### src/rtl/andor_share_ctrl.sv
// andor_share_ctrl
// Time-shares a single AndOr unit (X = A & B, Y = B | C) among NREQ requesters.
// A round-robin arbiter picks one requester per IDLE visit, its operand bits are
// registered onto the shared unit, the controller waits SETTLE cycles so the unit's
// propagation delay has elapsed, then samples X/Y and presents them together with
// the requester ID on a valid/ready response channel.

module andor_share_ctrl #(
    parameter int NREQ   = 4,
    parameter int SETTLE = 3,
    parameter int IDW    = $clog2(NREQ)
) (
    input  bit            clk,
    input  bit            rst,
    input  bit [NREQ-1:0] req_valid,
    input  bit [NREQ-1:0] req_a,
    input  bit [NREQ-1:0] req_b,
    input  bit [NREQ-1:0] req_c,
    output bit [NREQ-1:0] req_ready,
    output bit            op_a,
    output bit            op_b,
    output bit            op_c,
    input  bit            op_x,
    input  bit            op_y,
    output bit            rsp_valid,
    input  bit            rsp_ready,
    output bit [IDW-1:0]  rsp_id,
    output bit            rsp_x,
    output bit            rsp_y,
    output bit            busy
);

    // Settle counter counts SETTLE-1 down to 0, so it needs one bit beyond log2.
    localparam int CW = $clog2(SETTLE) + 1;
    // Candidate index sums need one extra bit before the modulo-NREQ wrap.
    localparam int SW = IDW + 1;

    typedef enum logic [1:0] {
        IDLE        = 2'd0,
        SETTLE_WAIT = 2'd1,
        RESP        = 2'd2
    } StateT;

    StateT           r_state;
    logic [IDW-1:0]  r_ptr;
    logic [CW-1:0]   r_cnt;
    logic            r_opA;
    logic            r_opB;
    logic            r_opC;
    logic            r_rspValid;
    logic [IDW-1:0]  r_rspId;
    logic            r_rspX;
    logic            r_rspY;
    logic            r_busy;

    logic [SW-1:0]   w_candSum [NREQ];
    logic [IDW-1:0]  w_cand    [NREQ];
    logic            w_grantFound;
    logic [IDW-1:0]  w_grantIdx;
    logic [NREQ-1:0] w_grantOneHot;
    logic [IDW-1:0]  w_nextPtr;
    logic            w_grantNow;

    // Candidate k is the requester k positions above the round-robin pointer,
    // wrapped explicitly so non-power-of-two NREQ never indexes past NREQ-1.
    for (genvar k = 0; k < NREQ; k++) begin : g_cand
        assign w_candSum[k] = {1'b0, r_ptr} + SW'(k);
        assign w_cand[k]    = (w_candSum[k] >= SW'(NREQ)) ? IDW'(w_candSum[k] - SW'(NREQ))
                                                          : IDW'(w_candSum[k]);
    end

    // Pick the first valid requester at or above the pointer; scanning from the far
    // end downward lets the closest candidate overwrite the others.
    always_comb begin
        w_grantFound = 1'b0;
        w_grantIdx   = '0;
        for (int k = NREQ - 1; k >= 0; k--) begin
            if (req_valid[w_cand[k]]) begin
                w_grantFound = 1'b1;
                w_grantIdx   = w_cand[k];
            end
        end
    end

    // One-hot form of the winner, used for the accept strobe.
    always_comb begin
        w_grantOneHot = '0;
        if (w_grantFound) begin
            w_grantOneHot[w_grantIdx] = 1'b1;
        end
    end

    // Pointer moves just past the winner, wrapping from NREQ-1 back to 0.
    assign w_nextPtr  = (w_grantIdx == IDW'(NREQ - 1)) ? '0 : w_grantIdx + IDW'(1);

    // A grant is only issued from IDLE and never during a reset cycle, so the
    // strobe can never announce a transfer that the registers will not take.
    assign w_grantNow = (r_state == IDLE) && w_grantFound && !rst;
    assign req_ready  = w_grantNow ? w_grantOneHot : '0;

    // Sequencing FSM: grant and capture operands, hold them for the settle
    // interval, sample the shared unit, then hold the response until consumed.
    always_ff @(posedge clk) begin
        if (rst) begin
            r_state    <= IDLE;
            r_ptr      <= '0;
            r_cnt      <= '0;
            r_opA      <= 1'b0;
            r_opB      <= 1'b0;
            r_opC      <= 1'b0;
            r_rspValid <= 1'b0;
            r_rspId    <= '0;
            r_rspX     <= 1'b0;
            r_rspY     <= 1'b0;
            r_busy     <= 1'b0;
        end else begin
            case (r_state)
                IDLE: begin
                    if (w_grantFound) begin
                        r_opA   <= req_a[w_grantIdx];
                        r_opB   <= req_b[w_grantIdx];
                        r_opC   <= req_c[w_grantIdx];
                        r_rspId <= w_grantIdx;
                        r_ptr   <= w_nextPtr;
                        r_cnt   <= CW'(SETTLE - 1);
                        r_state <= SETTLE_WAIT;
                        r_busy  <= 1'b1;
                    end
                end
                SETTLE_WAIT: begin
                    if (r_cnt == '0) begin
                        r_rspX     <= op_x;
                        r_rspY     <= op_y;
                        r_rspValid <= 1'b1;
                        r_state    <= RESP;
                    end else begin
                        r_cnt <= r_cnt - CW'(1);
                    end
                end
                RESP: begin
                    if (rsp_ready) begin
                        r_rspValid <= 1'b0;
                        r_state    <= IDLE;
                        r_busy     <= 1'b0;
                    end
                end
                default: begin
                    r_state    <= IDLE;
                    r_rspValid <= 1'b0;
                    r_busy     <= 1'b0;
                end
            endcase
        end
    end

    assign op_a      = r_opA;
    assign op_b      = r_opB;
    assign op_c      = r_opC;
    assign rsp_valid = r_rspValid;
    assign rsp_id    = r_rspId;
    assign rsp_x     = r_rspX;
    assign rsp_y     = r_rspY;
    assign busy      = r_busy;

endmodule
### config.mk
export PLATFORM = sky130hd
export DESIGN_NAME = andor_share_ctrl
export DESIGN_NICKNAME = d
export VERILOG_FILES = /design/src/rtl/andor_share_ctrl.sv
export SDC_FILE = /design/constraint.sdc
export NUM_CORES = 1
export LEC_CHECK = 0
export BUFFER_PORTS_ARGS = -buffer_cell sky130_fd_sc_hd__buf_2
export CAP_MARGIN = 20
export CORE_MARGIN = 5
export CORE_UTILIZATION = 41
export CTS_CLUSTER_DIAMETER = 100
export CTS_CLUSTER_SIZE = 10
export DETAILED_ROUTE_END_ITERATION = 10
export PLACE_DENSITY = 0.79
export SLEW_MARGIN = 20
export SYNTH_ARGS = -nofsm -noshare
export SYNTH_HDL_FRONTEND = slang
export SYNTH_SLANG_ARGS = --single-unit
export TNS_END_PERCENT = 10
### constraint.sdc
create_clock -name clk -period 2.1 [get_ports clk]
set_clock_uncertainty 0.05 [all_clocks]
set_input_delay 0.315 -clock clk [delete_from_list [all_inputs] [get_ports clk]]
set_output_delay 0.315 -clock clk [all_outputs]
set_load 0.1 [all_outputs]
==> results of run 1 <==
## synthesized netlist by cell type
library cell	number
dfxtp_1	16
nand2_1	14
nor2_1	12
a21oi_1	7
inv_1	6
nand3_1	6
a22o_1	3
ha_1	3
mux2i_1	3
nor2b_1	3
nor3_1	3
o211ai_1	3
a211oi_1	2
buf_6	2
clkbuf_1	2
nand2b_1	2
nor4_1	2
o21ai_0	2
o221ai_1	2
a211o_2	1
and2_1	1
and2_4	1
and3_2	1
buf_2	1
inv_2	1
nor2b_2	1
nor3_2	1
nor3b_1	1
o211ai_2	1
o21a_1	1
o21bai_1	1
o221ai_2	1
or3_1	1
or4_1	1
or4b_4	1
xnor2_1	1
## layout make-up
class	count	area (µm²)	area share, %
multi-input cells	82	563	43.6
flip-flops and latches	16	323	25.0
repair buffers	43	308	23.8
clock buffers	4	36.3	2.81
well taps	28	35.0	2.71
inverters	7	26.3	2.03
## what timing repair did
action	CTS	global route
pin swaps	1	0
resized for setup	10	3
setup endpoints to repair	4	4
## cell families (layout without fill, tap and decap cells)
family	after synthesis	after routing	share of synthesized area, %
DFF	16	16	35.6
adders and majority gates	3	3	4.17
muxes	3	3	3.34
and+or+nand+nor	51	51	29.2
xor gates and xnor gates	1	1	0.974
buffers and inverters	12	54	6.81
AOI/OAI and AO/OA	24	24	19.9
## power by group through the flow
stage / Combinational [µW] / Clock [µW] / Sequential, µW
finish: 740 / 198 / 405
global route: 785 / 217 / 413
CTS: 737 / 208 / 405
detailed placement: 719 / 0 / 406
global placement: 707 / 0 / 402
floorplan: 325 / 0 / 639
## stage by stage
| stage | power (µW) | instance area (µm²) | hold slack (ns) |
|---|---|---|---|
| detailed placement | 1130 | 1210 | 0.413 |
| finish | 1340 | 1290 | 0.220 |
| CTS | 1350 | 1280 | 0.209 |
| global route | 1420 | 1290 | 0.225 |
| floorplan | 964 | 935 | 0.338 |
| global placement | 1110 | 1210 | 0.402 |
## state kept, by name, indices dropped and copies added, names as in the netlist, 2 cells and up
register	flops
r_ptr	2
rsp_id	2
r_state	2
r_cnt	3
## cells in the final DEF (no fill, tap or decap), types with 2 or more instances in the layout
master,n
mux2i_1,3
buf_4,8
nand3_1,6
dfxtp_2,2
a21oi_1,7
nor4_1,2
o21ai_0,2
nor3_4,3
buf_6,2
ha_1,3
a211oi_1,2
o221ai_1,2
dfxtp_1,14
inv_1,6
and2_4,2
o211ai_1,3
clkbuf_4,3
buf_2,29
a22o_1,3
buf_12,4
nand2_1,14
nor2b_1,2
nor2_1,12
## critical path, stage by stage, from the launching register on
cell     delay [ns]
dfxtp_2        0.36
or4_4          0.53
and2_4         0.18
buf_4          0.14
nor3_4         0.16
buf_12         0.20
## routing by layer
metal / track usage (%) / vias to the layer above / share of wire (%)
li1: - / 475 / -
met1: 14.9 / 418 / 39
met2: 27.1 / 36 / 50
met3: 4.37 / 6 / 8.3
met4: 6.62 / 0 / 2.1
met5: 0 / - / 0
## worst max-delay path by stage
stage / end / from
finish: req_ready[1] / r_ptr[1]$_SDFFE_PP0P_
global route: req_ready[3] / r_ptr[0]$_SDFFE_PP0P_
CTS: req_ready[1] / r_ptr[0]$_SDFFE_PP0P_
detailed placement: req_ready[1] / req_valid[0]
global placement: req_ready[1] / req_valid[0]
floorplan: req_ready[1] / req_valid[2]
==> qor.yml, run 1 <==
power:
  p_leak_uw: 0.000582
  pwr-share-comb_pct: 55.1
  vdd_drop_max_v: 0.000653
  p_sw_share_pct: 47.9
  powerDensity_nw_per_um2: 1040
  power_frac_seq_pct: 30.2
  switchingPower_uw: 644
  p_clk_share_pct: 14.7
  power.internal_uw: 699
clocking:
  cts_tree: "done"
  numCtsBuffers: 3
  clock-root-buffer: "clkbuf_4"
  clkSinkCount: 16
  htree_levels: 1
  ctsLongestPathBuffers: 2
  clk_pin_slew_ns: 0.09
  ctsHoldBuffers: 0
  postCtsSetupRepairBufs: 0
  clk_latency_ns: 0.29
job:
  drv_cap: 0
run_status:
  failed_checks: "negative setup slack"
  status: "finished with violations"
setup_path:
  cp-end-kind: "output pin"
  arrival_ns: 1.87
  critPathMaxFanout: 6
  r2r-start: "r_ptr[1]$_SDFFE_PP0P_"
  startpoint_type: "flop"
  criticalPathCategory: "flop to output pin"
  reg2reg_setup_slack_ns: 0.30
  r2r-end: "op_b$_SDFFE_PP0P_"
  r2r_cells: 6
  required_ns: 1.74
sta:
  tns_ns: -0.271
  setup_viol: 3
  final-hold-violation-count: 0
  clock.fmax_ghz: 0.448
  period_minus_slack_ns: 2.23
  max-slew-margin-rel_pct: 68.2
  worst_slack_ns: -0.132
  slew_viol_final: 0
  rsz0062_at_grt: "yes"
  tightest_slew_ns: 0.476
  period_share_pct: 106
placement:
  port_buffers: 33
  routabilityCongestion: 0.892
  place_inst: 176
  hpwl_um: 1900
  dpl_worst_slack_ns: -0.144
hold_path:
  hold_depth: 3
  hold_class: "input port to flop"
  min_from: "op_y"
  holdPathEnd: "rsp_y$_SDFFE_PP0P_"
grt:
  track_usage_pct: 14.6
  grt_pass1_wl_um: 3800
  grt_pass1_vias: 933
  grt_max_degree: 16
  overflow: 0
  antenna_found_initial: 0
yosys:
  yosys_warnings: 0
  syn-cell-area_um2: 900
  synthCells: 110
  syn_area_per_cell_um2: 8.18
  syn-num-nets: 134
  synth_seq_cells: 16
  synth_top_cell_by_area: "dfxtp_1"
  synth_cell_type_count: 36
  synth-seq-area-share_pct: 35.6
  synth_top_area_share_pct: 35.6
  yosys-top-cells-area: "dfxtp_1 36%, nand2_1 5.8%, nor2_1 5.0%"
detailed_routing:
  first_iter_violations: 17
  drc: 0
  wire_per_inst_um: 12.6
  dr_total_vias: 935
  wirelength_um: 2270
  ant_nets: 0
  dr.pass1.iters: 4
  via_per_inst: 5.19
die:
  die_w_um: 56.8
  core_area_um2: 2150
  die_height_um: 56.8
  dieArea_um2: 3230
  num_rows: 17
  pin_count: 34
  start_util_pct: 41.9
final_layout:
  antenna_cells: 0
  drive_gt1_share_pct: 42.1
  fin_cells: 180
  fin_nets: 177
  post-route-util_pct: 60.1
  syn2layout_area_growth_pct: 43.5
  fill_cells: 194
Power figures use the tool's default switching activity.
==> inputs of run 2 (changes only) <==
--- a/config.mk
+++ b/config.mk
@@ -12,7 +12,7 @@
 export CTS_CLUSTER_DIAMETER = 100
 export CTS_CLUSTER_SIZE = 10
 export DETAILED_ROUTE_END_ITERATION = 10
-export PLACE_DENSITY = 0.79
+export PLACE_DENSITY = 0.77
 export SLEW_MARGIN = 20
 export SYNTH_ARGS = -nofsm -noshare
 export SYNTH_HDL_FRONTEND = slang
==> constraint.sdc (replaced) <==
create_clock -name clk -period 2.79 [get_ports clk]
set_clock_uncertainty 0.05 [all_clocks]
set_input_delay 0.4185 -clock clk [delete_from_list [all_inputs] [get_ports clk]]
set_output_delay 0.4185 -clock clk [all_outputs]
set_load 0.1 [all_outputs]
==> run 2 against run 1 <==
The flow now finishes without violations. Register-to-register slack improved by 0.58 ns. Clock power fell by 23%. Cell count fell by 3.9%. Worst setup slack improved by 0.27 ns. Worst hold slack improved by 0.094 ns. Total power fell by 29%. Routed wire length fell by 4.3%. Critical path type unchanged.
==> qor.yml, run 2 (same netlist as run 1, synthesis figures left out) <==
final_layout:
  syn2layout_area_growth_pct: 30.0
  antenna_cells: 0  # unchanged
  final_cell_mix: "31 x buf_2, 16 x dfxtp_1, 14 x nand2_1"
  largest_reg_flops: 3  # unchanged
  fin_nets: 170  # -4.0%
  multi_input_area_um2: 534  # -5.1%
  fill_cells: 204  # +5.2%
  ff_latch_area_um2: 320  # -0.78%
  post-route-util_pct: 54.5  # -5.6 points
  layout_commonest_cell: "buf_2"
  regMostFlops: "r_cnt"
  drive_gt1_share_pct: 35.2  # -6.9 points
clocking:
  htree_levels: 1  # unchanged
  clkSinkCount: 16  # unchanged
  ctsResizeCount: 0  # -10
  postCtsSetupRepairBufs: 0  # unchanged
  clk_latency_ns: 0.28  # about the same
  ctsHoldBuffers: 0  # unchanged
  numCtsBuffers: 3  # unchanged
  cts_tree: "done"
  ctsLongestPathBuffers: 2  # unchanged
  clock-root-buffer: "clkbuf_4"
  clk_pin_slew_ns: 0.09  # about the same
detailed_routing:
  ant_nets: 0  # unchanged
  via_per_inst: 5.14  # -0.96%
  drc: 0  # unchanged
  dr.pass1.iters: 3  # -1
  first_iter_violations: 14  # -3
  wire_per_inst_um: 12.5  # -0.45%
  wirelength_um: 2170  # -4.3%
  dr_total_vias: 890  # -4.8%
die:
  num_rows: 17  # unchanged
  core_area_um2: 2150  # unchanged
  die_height_um: 56.8  # unchanged
  start_util_pct: 41.9  # unchanged
  die_w_um: 56.8  # unchanged
  dieArea_um2: 3230  # unchanged
  pin_count: 34  # unchanged
grt:
  grt_max_degree: 16  # unchanged
  antenna_found_initial: 0  # unchanged
  grt_pass1_wl_um: 3580  # -5.6%
  overflow: 0  # unchanged
  grt_pass1_vias: 852  # -8.7%
  track_usage_pct: 13.6  # -1.1 points
sta:
  tns_ns: 0  # +0.271 ns
  slew_viol_final: 0  # unchanged
  final-hold-violation-count: 0  # unchanged
  tightest_slew_ns: 0.820  # +0.344 ns
  rsz0062_at_grt: "no"
  whs_ns: 0.313  # +0.0935 ns
  period_minus_slack_ns: 2.65
  period_share_pct: 95.0
  setup_viol: 0  # -3
  worst_slack_ns: 0.139  # +0.271 ns
  clock.fmax_ghz: 0.377
  max-slew-margin-rel_pct: 44.8  # -23 points
setup_path:
  required_ns: 2.32  # +0.58 ns
  worstPathCellList: "nor2b_1 > or4_1 > and2_4 > inv_2 > ha_1 > and2_1 > buf_12"
  crit_path_start: "r_ptr[0]$_SDFFE_PP0P_"
  arrival_ns: 2.18  # +0.31 ns
  startpoint_type: "flop"
  cp_slowest_cell: "or4_1"
  criticalPathCategory: "flop to output pin"
  cp-end-kind: "output pin"
  r2r-start: "r_ptr[0]$_SDFFE_PP0P_"
  critPathMaxFanout: 9  # +3
  slowest_delay_ns: 0.62  # +0.09 ns
power:
  vdd_drop_max_v: 0.000630  # -3.5%
  p_leak_uw: 0.000530  # -9.0%
  powerDensity_nw_per_um2: 813  # -22%
job:
  drv_cap: 0  # unchanged
hold_path:
  hold_class: "input port to flop"
  min_from: "op_y"
placement:
  hpwl_um: 1770  # -6.5%
  routabilityCongestion: 0.792  # -11%
  port_buffers: 33  # unchanged
  dpl_worst_slack_ns: 0.205  # +0.349 ns
run_status:
  status: "complete, no violations"
run 2: cell types whose count changed in the layout (fill, tap and decap cells not counted), moves of 2 or more:
cell     before  now
buf_2        29   31
buf_12        4    2
dfxtp_2       2    0
nor3_2        0    2
nor3_4        3    1
buf_4         8    3
dfxtp_1      14   16
buf_6         2    0
run 2: area by class of cell:
cell class	instances	area share, %
Inverter	7	2.25
Multi-Input combinational cell	82	45.7
Clock buffer	4	3.10
Sequential cell	16	27.4
Tap cell	28	2.99
Timing Repair Buffer	36	18.6
run 2: report_power, final:
| part | leakage [µW] | switching (µW) | internal, µW |
|---|---|---|---|
| Clock | 0.0000210 | 72.6 | 79.5 |
| Combinational | 0.000377 | 368 | 130 |
| Sequential | 0.000132 | 31.9 | 270 |
run 2: final timing paths:
kind | to | slack, ns | depth (start not counted)
setup / recovery | req_ready[3] | 0.14 | 7
hold / removal | rsp_y$_SDFFE_PP0P_ | 0.31 | 3
setup reg to reg | r_ptr[1]$_SDFFE_PP0P_ | 0.88 | 7
hold reg to reg | rsp_id[1]$_SDFFE_PP0P_ | 0.43 | 2
run 2: per-layer routing:
| metal | vias to the layer above | part of all wire [%] | wire length [µm] | global-route usage (%) |
|---|---|---|---|---|
| li1 | 462 | - | - | - |
| met1 | 397 | 42 | 914 | 16.0 |
| met2 | 31 | 48 | 1040 | 23.3 |
| met3 | 0 | 9.6 | 209 | 5.98 |
| met4 | 0 | 0 | 0 | 1.66 |
| met5 | - | 0 | 0 | 0 |
run 2: critical path, delay by kind of cell (launching register included):
kind          cells  cell delay [ns]
buf+inv           2             0.27
simple gates      4             1.10
flops             1             0.38
fa+ha+maj         1             0.14
run 2: metrics by stage:
stage	instance area [µm²]	std cells	total power, µW
after detailed placement	1130	169	806
after global placement	1130	169	793
after global routing	1170	173	1000
after CTS	1170	173	958
after floorplan	916	110	717
final	1170	173	951
==> inputs of run 3 (changes only) <==
--- a/config.mk
+++ b/config.mk
@@ -12,7 +12,7 @@
 export CTS_CLUSTER_DIAMETER = 100
 export CTS_CLUSTER_SIZE = 10
 export DETAILED_ROUTE_END_ITERATION = 10
-export PLACE_DENSITY = 0.77
+export PLACE_DENSITY_LB_ADDON = 0.25
 export SLEW_MARGIN = 20
 export SYNTH_ARGS = -nofsm -noshare
 export SYNTH_HDL_FRONTEND = slang
==> run 3 against run 2 <==
Clock power fell by 26%. Maximum frequency increased by 1.4%. Register-to-register slack gained 0.03 ns. Largest power group unchanged. Flip-flop and latch count stayed put. Cell count decreased by 0.58%. Total power down 3.5%. Critical path type unchanged. Utilization up 0.058 points. Global-route usage rose by 0.11 points. Non-clock buffer count did not move. First-iteration DRC count shrank 29%. Final area rose by 0.11%.
==> qor.yml, run 3 (same netlist as run 1, synthesis figures left out) <==
grt:
  grt_max_degree: 17  # +1
  use_met3_pct: 5.06  # -0.92 points
  grt_pass1_wl_um: 3510  # -2.1%
  antenna_found_initial: 0  # unchanged
  track_usage_pct: 13.7  # +0.11 points
  grt_pass1_vias: 818  # -4.0%
  gr-usage-met1_pct: 15.8  # -0.21 points
  met2_usage_pct: 23.4  # +0.17 points
  overflow: 0  # unchanged
  grt_busiest_layer: "met2"
placement:
  dpl_cell_area_um2: 1150  # +1.3%
  port_buffers: 33  # unchanged
  hpwl_um: 1720  # -2.9%
  place_inst: 169  # unchanged
  routabilityCongestion: 0.906  # +14%
  dpl_worst_slack_ns: 0.205  # -0.0000730 ns
sta:
  period_minus_slack_ns: 2.61  # -0.0375 ns
  rsz0062_at_grt: "no"
  tightest_slew_ns: 0.481  # -0.339 ns
  setup_viol: 0  # unchanged
  worst_slack_ns: 0.176  # +0.0375 ns
  slew_viol_final: 0  # unchanged
  max-slew-margin-rel_pct: 67.9  # +23 points
  clock.fmax_ghz: 0.383  # +1.4%
  period_share_pct: 93.7  # -1.3 points
  final-hold-violation-count: 0  # unchanged
run_status:
  status: "complete, no violations"
setup_path:
  reg2reg_setup_slack_ns: 0.91  # +0.03 ns
  r2r_cells: 7  # unchanged
  cp-end-kind: "output pin"
  r2r-end: "r_ptr[1]$_SDFFE_PP0P_"
  required_ns: 2.32  # about the same
  arrival_ns: 2.15  # -0.03 ns
  criticalPathCategory: "flop to output pin"
  critPathMaxFanout: 9  # unchanged
  startpoint_type: "flop"
  r2r-start: "r_ptr[0]$_SDFFE_PP0P_"
final_layout:
  fin_cells: 172  # -0.58%
  layout_commonest_cell: "buf_2"
  ff_latch_area_um2: 320  # unchanged
  regMostFlops: "r_cnt"
  largest_reg_flops: 3  # unchanged
  fill_cells: 205  # +0.49%
  stdcell_area_um2: 1170  # +0.11%
  antenna_cells: 0  # unchanged
  syn2layout_area_growth_pct: 30.2
  post-route-util_pct: 54.5  # +0.058 points
  final_cell_mix: "30 x buf_2, 16 x dfxtp_1, 14 x nand2_1"
  fin_nets: 170  # unchanged
  drive_gt1_share_pct: 34.7  # -0.45 points
  multi_input_area_um2: 534  # unchanged
die:
  pin_count: 34  # unchanged
  dieArea_um2: 3230  # unchanged
  die_height_um: 56.8  # unchanged
  num_rows: 17  # unchanged
  core_area_um2: 2150  # unchanged
  start_util_pct: 41.9  # unchanged
  die_w_um: 56.8  # unchanged
detailed_routing:
  wire_per_inst_um: 12.0  # -4.1%
  via_per_inst: 5.02  # -2.4%
  ant_nets: 0  # unchanged
  dr_total_vias: 864  # -2.9%
  first_iter_violations: 10  # -4
  dr.pass1.iters: 4  # +1
  wirelength_um: 2070  # -4.7%
  drc: 0  # unchanged
clocking:
  cts_tree: "done"
  ctsLongestPathBuffers: 2  # unchanged
  clkSinkCount: 16  # unchanged
  postCtsSetupRepairBufs: 0  # unchanged
  numCtsBuffers: 3  # unchanged
  ctsResizeCount: 0  # unchanged
  clk_latency_ns: 0.27  # about the same
  ctsHoldBuffers: 0  # unchanged
  htree_levels: 1  # unchanged
  clock-root-buffer: "clkbuf_4"
  clk_pin_slew_ns: 0.08  # about the same
hold_path:
  hold_class: "input port to flop"
  holdPathEnd: "rsp_y$_SDFFE_PP0P_"
  min_from: "op_y"
  hold_depth: 3  # unchanged
job:
  drv_cap: 0  # unchanged
power:
  p_leak_uw: 0.000526  # -0.69%
  powerDensity_nw_per_um2: 784  # -3.6%
  vdd_drop_max_v: 0.000453  # -28%
==> run 3: power by group <==
group	internal [µW]	switching, µW
Sequential	270	29.7
Combinational	138	368
Clock	49.9	62.5
Total	457	461
==> run 3: area by class of cell <==
cell class / instances / share of cell area (%)
Timing Repair Buffer: 36 / 19.9
Inverter: 7 / 2.24
Sequential cell: 16 / 27.4
Multi-Input combinational cell: 82 / 45.6
Clock buffer: 3 / 1.92
Tap cell: 28 / 2.99
==> run 3: critical path, stage by stage (launching register included) <==
cell and delay, ns:
dfxtp_1 0.36, nor2b_1 0.06, or4_1 0.63, and2_4 0.24, inv_2 0.09, ha_1 0.14, and2_1 0.17, buf_12 0.18
==> run 3: how the worst max path moves through the flow <==
| stage | startpoint | to |
|---|---|---|
| 2_1_floorplan | req_valid[2] | req_ready[0] |
| 3_3_place_gp | req_valid[0] | req_ready[3] |
| 3_5_place_dp | req_valid[0] | req_ready[3] |
| 4_1_cts | r_ptr[0]$_SDFFE_PP0P_ | req_ready[3] |
| 5_1_grt | r_ptr[0]$_SDFFE_PP0P_ | req_ready[3] |
| 6_report | r_ptr[0]$_SDFFE_PP0P_ | req_ready[3] |
==> run 3: metrics by stage <==
step | setup TNS (ns) | hold slack, ns | total power, µW
after floorplan | -0.211 | 0.428 | 717
after global placement | 0 | 0.396 | 806
after detailed placement | 0 | 0.404 | 814
after CTS | 0 | 0.328 | 930
after global routing | 0 | 0.317 | 978
final | 0 | 0.337 | 918
==> run 3: per-layer routing <==
layer  up-vias  share of wire, %  wire length (µm)
met2        26                49              1010
met3         2               8.8               182
met1       376                42               858
li1        460                 -                 -
met4         0              0.68                14
met5         -                 0                 0
